===== src/rtl/sram_arbiter_if.sv =====
// rtl/sram_arbiter_if.sv - requester ports and SRAM pad signals of the two-port SRAM arbiter
//
// Purpose: bundles both requester handshakes and the SRAM-side pins.
// Ports (as seen from the arbiter, modport slave):
//   req0/req1, we0/we1, addr0/addr1, wdata0/wdata1   in   per-port request, direction, address, write data
//   done0/done1                                      out  one-cycle completion pulse to the served port
//   rdata                                            out  last read result, shared by both ports
//   SRAM_ADDR, SRAM_CE_N, SRAM_OE_N, SRAM_WE_N,
//   SRAM_LB_N, SRAM_UB_N                             out  SRAM address and active-low strobes
//   sram_dq_out, sram_dq_oe                          out  pad write data and pad drive enable
//   sram_dq_in                                       in   data sampled from the pads
// The master modport is the mirror image (requesters plus the SRAM model).
interface sram_arbiter_if #(
   parameter int ADDR_W = 20,
   parameter int DATA_W = 16
);
   logic              req0;
   logic              req1;
   logic              we0;
   logic              we1;
   logic [ADDR_W-1:0] addr0;
   logic [ADDR_W-1:0] addr1;
   logic [DATA_W-1:0] wdata0;
   logic [DATA_W-1:0] wdata1;
   logic              done0;
   logic              done1;
   logic [DATA_W-1:0] rdata;
   logic [ADDR_W-1:0] SRAM_ADDR;
   logic              SRAM_CE_N;
   logic              SRAM_OE_N;
   logic              SRAM_WE_N;
   logic              SRAM_LB_N;
   logic              SRAM_UB_N;
   logic [DATA_W-1:0] sram_dq_out;
   logic              sram_dq_oe;
   logic [DATA_W-1:0] sram_dq_in;

   modport slave (
      input  req0, req1, we0, we1, addr0, addr1, wdata0, wdata1, sram_dq_in,
      output done0, done1, rdata, SRAM_ADDR, SRAM_CE_N, SRAM_OE_N, SRAM_WE_N,
             SRAM_LB_N, SRAM_UB_N, sram_dq_out, sram_dq_oe
   );

   modport master (
      output req0, req1, we0, we1, addr0, addr1, wdata0, wdata1, sram_dq_in,
      input  done0, done1, rdata, SRAM_ADDR, SRAM_CE_N, SRAM_OE_N, SRAM_WE_N,
             SRAM_LB_N, SRAM_UB_N, sram_dq_out, sram_dq_oe
   );
endinterface


===== src/rtl/sram_arbiter.sv =====
// rtl/sram_arbiter.sv - round-robin two-port arbiter driving an asynchronous SRAM
//
// Purpose: grants one of two requesters (port 0 = sprite fetch, port 1 = host)
// and runs a single SRAM read or write lasting WAIT_CYCLES clocks, followed by
// a one-cycle DONE phase that releases the strobes and pulses done to the
// served port. Every output comes straight from a flop.
// Ports:
//   clk    in  single clock, rising edge
//   rst_n  in  asynchronous active-low reset
//   bus    sram_arbiter_if.slave: requester handshakes and SRAM pad signals
module sram_arbiter #(
   parameter int ADDR_W      = 20,
   parameter int DATA_W      = 16,
   parameter int WAIT_CYCLES = 2
) (
   input  logic                clk,
   input  logic                rst_n,
   sram_arbiter_if.slave       bus
);

   typedef enum logic [1:0] {IDLE, ACCESS, DONE} state_t;

   localparam logic [3:0] CNT_LOAD = 4'(WAIT_CYCLES - 1);

   state_t            state, state_nxt;
   logic [3:0]        cnt, cnt_nxt;
   logic              last, last_nxt;     // port served most recently
   logic              gnt, gnt_nxt;       // port owning the access in flight
   logic              lat_we, lat_we_nxt;
   logic              pick;
   logic [ADDR_W-1:0] addr_q, addr_nxt;
   logic [DATA_W-1:0] dq_out_q, dq_out_nxt;
   logic [DATA_W-1:0] rdata_q, rdata_nxt;
   logic              ce_n_q, ce_n_nxt;
   logic              oe_n_q, oe_n_nxt;
   logic              we_n_q, we_n_nxt;
   logic              bs_n_q, bs_n_nxt;   // LB_N and UB_N always move together
   logic              dq_oe_q, dq_oe_nxt;
   logic              done0_q, done0_nxt;
   logic              done1_q, done1_nxt;

   // A lone requester wins outright; on a tie the port not served last wins.
   assign pick = (bus.req0 && bus.req1) ? ~last : bus.req1;

   always_comb begin
      state_nxt  = state;
      cnt_nxt    = cnt;
      last_nxt   = last;
      gnt_nxt    = gnt;
      lat_we_nxt = lat_we;
      addr_nxt   = addr_q;
      dq_out_nxt = dq_out_q;
      rdata_nxt  = rdata_q;
      ce_n_nxt   = 1'b1;
      oe_n_nxt   = 1'b1;
      we_n_nxt   = 1'b1;
      bs_n_nxt   = 1'b1;
      dq_oe_nxt  = 1'b0;
      done0_nxt  = 1'b0;
      done1_nxt  = 1'b0;

      case (state)
         IDLE: begin
            if (bus.req0 || bus.req1) begin
               gnt_nxt    = pick;
               last_nxt   = pick;
               lat_we_nxt = pick ? bus.we1 : bus.we0;
               addr_nxt   = pick ? bus.addr1 : bus.addr0;
               if (lat_we_nxt) begin
                  dq_out_nxt = pick ? bus.wdata1 : bus.wdata0;
               end
               cnt_nxt    = CNT_LOAD;
               state_nxt  = ACCESS;
            end
         end
         ACCESS: begin
            if (cnt == 4'd0) begin
               state_nxt = DONE;
               if (!lat_we) begin
                  rdata_nxt = bus.sram_dq_in;
               end
            end else begin
               cnt_nxt = cnt - 4'd1;
            end
         end
         DONE: begin
            state_nxt = IDLE;
         end
         default: begin
            state_nxt = IDLE;
         end
      endcase

      // Outputs are decoded from the state being entered so that the
      // registered strobes line up with the state they belong to.
      case (state_nxt)
         ACCESS: begin
            ce_n_nxt  = 1'b0;
            bs_n_nxt  = 1'b0;
            oe_n_nxt  = lat_we_nxt;
            we_n_nxt  = ~lat_we_nxt;
            dq_oe_nxt = lat_we_nxt;
         end
         DONE: begin
            // keep driving write data one more cycle for SRAM hold time
            dq_oe_nxt = lat_we_nxt;
            done0_nxt = ~gnt_nxt;
            done1_nxt = gnt_nxt;
         end
         default: begin
         end
      endcase
   end

   always_ff @(posedge clk or negedge rst_n) begin
      if (!rst_n) begin
         state    <= IDLE;
         cnt      <= 4'd0;
         last     <= 1'b1;
         gnt      <= 1'b0;
         lat_we   <= 1'b0;
         addr_q   <= '0;
         dq_out_q <= '0;
         rdata_q  <= '0;
         ce_n_q   <= 1'b1;
         oe_n_q   <= 1'b1;
         we_n_q   <= 1'b1;
         bs_n_q   <= 1'b1;
         dq_oe_q  <= 1'b0;
         done0_q  <= 1'b0;
         done1_q  <= 1'b0;
      end else begin
         state    <= state_nxt;
         cnt      <= cnt_nxt;
         last     <= last_nxt;
         gnt      <= gnt_nxt;
         lat_we   <= lat_we_nxt;
         addr_q   <= addr_nxt;
         dq_out_q <= dq_out_nxt;
         rdata_q  <= rdata_nxt;
         ce_n_q   <= ce_n_nxt;
         oe_n_q   <= oe_n_nxt;
         we_n_q   <= we_n_nxt;
         bs_n_q   <= bs_n_nxt;
         dq_oe_q  <= dq_oe_nxt;
         done0_q  <= done0_nxt;
         done1_q  <= done1_nxt;
      end
   end

   assign bus.done0       = done0_q;
   assign bus.done1       = done1_q;
   assign bus.rdata       = rdata_q;
   assign bus.SRAM_ADDR   = addr_q;
   assign bus.SRAM_CE_N   = ce_n_q;
   assign bus.SRAM_OE_N   = oe_n_q;
   assign bus.SRAM_WE_N   = we_n_q;
   assign bus.SRAM_LB_N   = bs_n_q;
   assign bus.SRAM_UB_N   = bs_n_q;
   assign bus.sram_dq_out = dq_out_q;
   assign bus.sram_dq_oe  = dq_oe_q;

endmodule

===== src/flat_wrapper.sv =====
// flat-port wrapper written by rule: the top's interface ports become plain ports
module sram_arbiter_flat 
#(
   parameter int ADDR_W      = 20,
   parameter int DATA_W      = 16,
   parameter int WAIT_CYCLES = 2
)
  (clk, rst_n, bus_req0, bus_req1, bus_we0, bus_we1, bus_addr0, bus_addr1, bus_wdata0, bus_wdata1, bus_sram_dq_in, bus_done0, bus_done1, bus_rdata, bus_SRAM_ADDR, bus_SRAM_CE_N, bus_SRAM_OE_N, bus_SRAM_WE_N, bus_SRAM_LB_N, bus_SRAM_UB_N, bus_sram_dq_out, bus_sram_dq_oe);
  sram_arbiter_if #(.ADDR_W(ADDR_W), .DATA_W(DATA_W)) bus_i ();
  input  logic clk;
  input  logic rst_n;
  input wire logic [$bits(bus_i.req0)-1:0] bus_req0;
  input wire logic [$bits(bus_i.req1)-1:0] bus_req1;
  input wire logic [$bits(bus_i.we0)-1:0] bus_we0;
  input wire logic [$bits(bus_i.we1)-1:0] bus_we1;
  input wire logic [$bits(bus_i.addr0)-1:0] bus_addr0;
  input wire logic [$bits(bus_i.addr1)-1:0] bus_addr1;
  input wire logic [$bits(bus_i.wdata0)-1:0] bus_wdata0;
  input wire logic [$bits(bus_i.wdata1)-1:0] bus_wdata1;
  input wire logic [$bits(bus_i.sram_dq_in)-1:0] bus_sram_dq_in;
  output wire logic [$bits(bus_i.done0)-1:0] bus_done0;
  output wire logic [$bits(bus_i.done1)-1:0] bus_done1;
  output wire logic [$bits(bus_i.rdata)-1:0] bus_rdata;
  output wire logic [$bits(bus_i.SRAM_ADDR)-1:0] bus_SRAM_ADDR;
  output wire logic [$bits(bus_i.SRAM_CE_N)-1:0] bus_SRAM_CE_N;
  output wire logic [$bits(bus_i.SRAM_OE_N)-1:0] bus_SRAM_OE_N;
  output wire logic [$bits(bus_i.SRAM_WE_N)-1:0] bus_SRAM_WE_N;
  output wire logic [$bits(bus_i.SRAM_LB_N)-1:0] bus_SRAM_LB_N;
  output wire logic [$bits(bus_i.SRAM_UB_N)-1:0] bus_SRAM_UB_N;
  output wire logic [$bits(bus_i.sram_dq_out)-1:0] bus_sram_dq_out;
  output wire logic [$bits(bus_i.sram_dq_oe)-1:0] bus_sram_dq_oe;
  assign bus_i.req0 = bus_req0;
  assign bus_i.req1 = bus_req1;
  assign bus_i.we0 = bus_we0;
  assign bus_i.we1 = bus_we1;
  assign bus_i.addr0 = bus_addr0;
  assign bus_i.addr1 = bus_addr1;
  assign bus_i.wdata0 = bus_wdata0;
  assign bus_i.wdata1 = bus_wdata1;
  assign bus_i.sram_dq_in = bus_sram_dq_in;
  assign bus_done0 = bus_i.done0;
  assign bus_done1 = bus_i.done1;
  assign bus_rdata = bus_i.rdata;
  assign bus_SRAM_ADDR = bus_i.SRAM_ADDR;
  assign bus_SRAM_CE_N = bus_i.SRAM_CE_N;
  assign bus_SRAM_OE_N = bus_i.SRAM_OE_N;
  assign bus_SRAM_WE_N = bus_i.SRAM_WE_N;
  assign bus_SRAM_LB_N = bus_i.SRAM_LB_N;
  assign bus_SRAM_UB_N = bus_i.SRAM_UB_N;
  assign bus_sram_dq_out = bus_i.sram_dq_out;
  assign bus_sram_dq_oe = bus_i.sram_dq_oe;
  sram_arbiter #(.ADDR_W(ADDR_W), .DATA_W(DATA_W), .WAIT_CYCLES(WAIT_CYCLES)) u_core (.clk(clk), .rst_n(rst_n), .bus(bus_i));
endmodule

===== config.mk =====
export PLATFORM = sky130hd
export DESIGN_NAME = sram_arbiter_flat
export DESIGN_NICKNAME = d
export VERILOG_FILES = /design/src/rtl/sram_arbiter_if.sv /design/src/rtl/sram_arbiter.sv /design/src/flat_wrapper.sv
export SDC_FILE = /design/constraint.sdc
export NUM_CORES = 1
export LEC_CHECK = 0
export BUFFER_PORTS_ARGS = -buffer_cell sky130_fd_sc_hd__buf_2
export CAP_MARGIN = 0
export CORE_MARGIN = 2
export CORE_UTILIZATION = 49
export CTS_CLUSTER_SIZE = 10
export DETAILED_ROUTE_END_ITERATION = 16
export GPL_ROUTABILITY_DRIVEN = 0
export HOLD_SLACK_MARGIN = 0.1
export PLACE_DENSITY_LB_ADDON = 0.3
export RECOVER_POWER = 100
export SYNTH_ARGS = -nofsm -noshare
export SYNTH_HDL_FRONTEND = slang
export SYNTH_SLANG_ARGS = --single-unit

===== constraint.sdc =====
create_clock -name clk -period 3.7 [get_ports clk]
set_input_delay 0.37 -clock clk [delete_from_list [all_inputs] [get_ports clk]]
set_output_delay 0.37 -clock clk [all_outputs]
set_load 0.005 [all_outputs]

# [Word level (Yosys, flattened, before mapping)]
# Index checks and enable logic that the tools add are counted.
[totals] regBits=67 input_bits=94 out_inout_bits=60
[classes] n_addsub=1 eq_ne=5 muxes=20 bitwise_logic=4 reduce_logical=10
[ops] cell="$mux W20" n=1
[ops] cell="$mux W16" n=1
[ops] cell="$mux W1" n=12
[ops] cell="$reduce_and A3 Y1" n=3
[ops] cell="$mux W4" n=2
[ops] cell="$pmux W4 S2" n=1
[ops] cell="$eq A2 B1 Y1 const B" n=2
[ops] cell="$logic_not A4 Y1" n=1
[ops] cell="$mux W2" n=2
[ops] cell="$not A1 Y1" n=4
[ops] cell="$pmux W2 S2" n=1
[ops] cell="$sub A4 B1 Y4 const B" n=1
[ops] cell="$eq A2 B2 Y1 const B" n=1
[ops] cell="$logic_not A2 Y1" n=1
[ops] cell="$ne A2 B1 Y1 const B" n=1
[ops] cell="$ne A2 B2 Y1 const B" n=1
[ops] cell="$reduce_and A2 Y1" n=1
[ops] cell="$reduce_bool A2 Y1" n=1
[ops] cell="$reduce_or A2 Y1" n=1
[ops] cell="$logic_and A1 B1 Y1" n=1
[ops] cell="$logic_or A1 B1 Y1" n=1

# [Longest topological paths before layout]
[logic_depth] ltp_word=7 depth_mapped=8 ltp_nobuf=8

# [Worst setup path after synthesis]
# Ideal clock, no wire load.
[synth_timing] path_type="reg2reg" startpoint="register u_core.cnt[0]" endpoint="register u_core.rdata_q[10], in the netlist u_core.bus.rdata[10]" setup_ns=0.125 arrival_ns=1.706 t_required_ns=3.575 setup_slack_ns=1.869 path_stages_with_launch=8 cell_sequence="dfrtp_1 -> inv_1 -> ha_1 -> or3b_4 -> nand2b_4 -> nor2_8 -> buf_12 -> mux2_4"
[synth_via] elab_chain_cells=2
[synth_lines] element="start, declared" line="sram_arbiter.sv:26" text="logic [3:0] cnt, cnt_nxt;"
[synth_lines] element="start signal, assigned" line="sram_arbiter.sv:134" text="cnt <= cnt_nxt;"
[synth_lines] element="$logic_not A4 Y1" line="sram_arbiter.sv:77" text="if (cnt == 4'd0) begin"
[synth_lines] element="$reduce_and A3 Y1 (no line)"
[synth_lines] element="end signal, assigned" line="sram_arbiter.sv:140" text="rdata_q <= rdata_nxt;"
[synth_lines] element="end, declared" line="sram_arbiter.sv:33" text="logic [DATA_W-1:0] rdata_q, rdata_nxt;"
# No other way between the ends.
# A chain may end at the register's enable or synchronous reset.

# [Worst setup path after layout]
[layout_timing] startpoint="register u_core.last" endpoint="register u_core.we_n_q, in the netlist u_core.bus.SRAM_WE_N"
[layout_via] elab_chain_cells=7
[layout_lines] element="start, declared" line="sram_arbiter.sv:27" text="logic last, last_nxt;"
[layout_lines] element="start signal, assigned" line="sram_arbiter.sv:135" text="last <= last_nxt;"
[layout_lines] element="$not A1 Y1" line="sram_arbiter.sv:43" text="assign pick = (bus.req0 && bus.req1) ? ~last : bus.req1;"
[layout_lines] element="$mux W1" line="sram_arbiter.sv:43"
[layout_lines] element="$mux W1" line="sram_arbiter.sv:67" text="lat_we_nxt = pick ? bus.we1 : bus.we0;"
[layout_lines] element="$mux W1" line="sram_arbiter.sv:64" text="if (bus.req0 || bus.req1) begin"
[layout_lines] element="$mux W1" line="sram_arbiter.sv:62" text="case (state)"
[layout_lines] element="named net u_core.lat_we_nxt" line="sram_arbiter.sv:29" text="logic lat_we, lat_we_nxt;"
[layout_lines] element="$not A1 Y1" line="sram_arbiter.sv:101" text="we_n_nxt = ~lat_we_nxt;"
[layout_lines] element="$mux W1" line="sram_arbiter.sv:96" text="case (state_nxt)"
[layout_lines] element="named net u_core.we_n_nxt" line="sram_arbiter.sv:36" text="logic we_n_q, we_n_nxt;"
[layout_lines] element="end signal, assigned" line="sram_arbiter.sv:143" text="we_n_q <= we_n_nxt;"
[layout_lines] element="end, declared" line="sram_arbiter.sv:36"
# The timed path passes the listed nets, and every way through them passes these cells.

==> summary.md <==
| Metric | Value |
|---|---|
| CP Max Fanout | `23` |
| Critical Path RT | `approximately 4000 ps` |
| Antenna viol nets, final | `0` |
| Switch Pwr | `1060 uW` |
| Failing checks | `capacitance limit, slew limit` |
| H-Tree Depth | `3` |
| First drt pass iteration count | `4` |
| CTS tree | `built` |
| Postcts setup bufs | `0` |
| Yosys reg bits | `67` |
| Combinational share of power | `0.373` |
| Worst vdd ir | `between 400 and 500 uV` |
| Initial DRC Count | `86` |
| Worst Setup End Kind | `register` |
| Hold Path Class | `in -> reg` |
| DIE HEIGHT | `about 83 um` |
| Post-Synth Adder-Cell Area | `0.0165` |
| Clock-pin slew on the worst setup and hold paths | `70 ps` |
| Fmax | `366 MHz` |
| Crit path arrival time | `2990 ps` |
| Total GRT Usage | `0.207` |
| Fill count | `~510` |
| Power per cell area | `803 nW/um^2` |
| Sw frac | `0.336` |
| Final period utilization | `0.738` |
| Main combinational cell family by area after synthesis | `compound AO/OA/AOI/OAI gates` |
| Register area | `1680 um^2` |
| Slew Limit Headroom | `-0.386` |
| Reg power frac | `0.414` |
| Netlist cell types | `37` |
| CTS max path bufs | `2` |
| Mean Syn Cell Area | `12.8 um^2` |
| LEAKAGE | `0.00189 uW` |
| I/O pins | `around 150` |
| Commonest cells after routing, fill and taps aside | `buf_2 (110), dfrtp_1 (63), clkbuf_1 (48)` |
| Antenna violations before repair | `0` |
| Final #Nets | `just under 500` |
| Post-synthesis sequential area ratio | `0.555` |
| Hpwl dp | `5160 um` |
| Clock latency on the worst-skew pair | `between 300 and 400 ps` |
| Slew @ Worst Pin | `2080 ps` |
| Most common cell after layout, fill and taps aside | `buf_2` |
| CTS Buf Count | `9` |
| Fraction of layout cells with a size suffix above 1 | `0.384` |
| I/O Buffers | `roughly 150` |
| Final setup violation count | `0` |
| Vias per cell | `4.99` |
| Fin. max-slew vios | `41` |
| Simple-gate portion of the synthesized area | `0.0776` |
| Row cnt | `28` |
| Footprint of the multi-input gates | `approximately 1200 um^2` |
| Hold Buf Count CTS | `0` |
| Final worst path period need | `2730 ps` |
| Layout Skew | `6.26 ps` |
| Int Power | `roughly 2100 uW` |
| Total Wirelength | `6870 um` |
| MaxCap Viol Count | `1` |
| Initial Utilization | `0.509` |
| Die W | `82.7 um` |
| Placed Area | `3820 um^2` |
| First-pass GRT wire length | `10,300 um` |
| Clock root cell | `clkbuf_8` |
| Run status | `finished, violations left` |
| Complex-gate fraction of the synthesized area | `0.163` |
| GR Overflow Total | `0` |
| WHS | `between 200 and 300 ps` |
| RSZ-0062 raised after global routing | `false` |
| Non-filler cells, final | `471` |
| Crit Path Category | `reg -> reg` |
| YS warnings | `0` |
| Die ar. | `6830 um^2` |
| Core Area | `5960 um^2` |
| Remaining routing DRC violations | `0` |
| Clock power share | `0.213` |
| Final Cell Area | `3930 um^2` |
| CP startpoint kind | `register` |
| DR WL/cell | `around 15 um` |
| Clk sinks | `67` |
| Pin count of the biggest net entering global routing | `42` |
| Post-synthesis xor/xnor area fraction | `0.00289` |
| Cells after Synth | `237` |
| Via count | `2,349` |
| Vias in the first global route | `2,168` |
| Final hold viol count | `0` |
| Resized Gates After CTS | `0` |
| Setup TNS | `0 ps` |
| Cell area after synthesis | `3030 um^2` |
| Ant. Diodes | `0` |
| Power, Total | `3160 uW` |
| Layout area overhead | `29.6%` |
| Mux contribution to synthesized area | `0.145` |
| Cells after DPL | `455` |
| Synthesized Nets | `335` |
-- power by group through the flow --
stage / sequential (uW) / clock [uW] / combinational (uW)
3_5_place_dp: 1310 / 0 / 1340
4_1_cts: 1310 / 692 / 1340
3_3_place_gp: 1300 / 0 / 1290
6_report: 1310 / 673 / 1180
2_1_floorplan: 1330 / 0 / 809
5_1_grt: 1350 / 728 / 1340
-- kinds of logic after synthesis --
family | count (synthesis)
DFF | 67
and+or+nand+nor | 45
xor gates and xnor gates | 1
adders and majority gates | 4
AOI/OAI and AO/OA | 61
muxes | 38
buffers and inverters | 21
-- worst max-delay path: stages (launching register included) --
cell and delay, ps:
dfstp_2 390, a21boi_4 150, clkbuf_1 870, nand2_1 670
a31o_2 470, inv_1 70, nand2_1 50
-- layout make-up --
| cell class | count | area share |
|---|---|---|
| inverters | 7 | 0.00669 |
| well taps | 75 | 0.0239 |
| clock buffers | 14 | 0.0414 |
| flip-flops and latches | 67 | 0.428 |
| repair buffers | 157 | 0.187 |
| clock inverters | 2 | 0.0153 |
| multi-input cells | 149 | 0.298 |
-- worst paths after layout --
| check | cells past startpoint | slack [ps] | to | start |
|---|---|---|---|---|
| worst max-delay path | 6 | 970 | u_core.bus.SRAM_WE_N$_DFF_PN1_ | u_core.last$_DFFE_PN1P_ |
| worst min-delay path | 2 | 260 | u_core.bus.rdata[9]$_DFFE_PN0P_ | bus_sram_dq_in[9] |
| worst max register to register | 6 | 970 | u_core.bus.SRAM_WE_N$_DFF_PN1_ | u_core.last$_DFFE_PN1P_ |
| worst min register to register | 1 | 480 | u_core.cnt[3]$_DFFE_PN0P_ | u_core.cnt[3]$_DFFE_PN0P_ |
| max in group asynchronous | 2 | 1740 | u_core.bus.SRAM_CE_N$_DFF_PN1_ | rst_n |
| min in group asynchronous | 1 | 640 | u_core.state[0]$_DFF_PN0_ | rst_n |
-- registers in the layout, summed over array words and instances (netlist names), 2 cells and up --
| register | flops |
|---|---|
| u_core.bus.SRAM_ADDR | 20 |
| u_core.bus.rdata | 16 |
| u_core.bus.sram_dq_out | 16 |
| u_core.cnt | 4 |
| u_core.state | 2 |
-- synth_stat cells --
cell type	number	area, um^2
or3b_4	1	11.3
dfrtp_1	63	1580
buf_6	1	11.3
xor2_1	1	8.76
o21ai_0	21	105
nand3_1	1	5.00
nor2_2	1	6.26
a22o_1	1	8.76
and2_1	3	18.8
o22ai_1	16	100
buf_4	5	37.5
a2bb2oi_1	6	52.6
o21a_4	1	15.0
inv_1	7	26.3
a21oi_1	2	10.0
nor2_8	1	20.0
nand2b_1	1	6.26
nor2_1	2	7.51
nand2_1	29	109
mux2_2	7	78.8
dfstp_2	4	105
a31oi_1	1	6.26
a31o_2	1	8.76
mux2_4	10	150
buf_12	1	20.0
nand2b_4	1	13.8
ha_1	4	50.1
nor4_1	1	6.26
a2bb2oi_2	10	150
nor2b_1	1	6.26
clkbuf_1	6	22.5
and2b_2	1	8.76
buf_2	1	5.00
a21boi_4	2	37.5
or4b_2	1	10.0
or2_2	1	6.26
mux2i_1	21	210
-- per-stage QoR --
step / worst slack (ps) / utilization
after CTS: 1630 / 0.680
after detailed placement: 1530 / 0.642
after global placement: 1630 / 0.642
after floorplan: 1870 / -
final: 968 / 0.659
after global routing: 755 / 0.659
-- layer usage --
metal,global-route usage,vias to the layer above,part of all wire
met5,0,-,0
met4,0.0836,0,0.014
met3,0.0478,11,0.088
met2,0.344,112,0.47
met1,0.261,1071,0.43
li1,-,1155,-
Note: power is estimated with default switching activity, not from simulation.
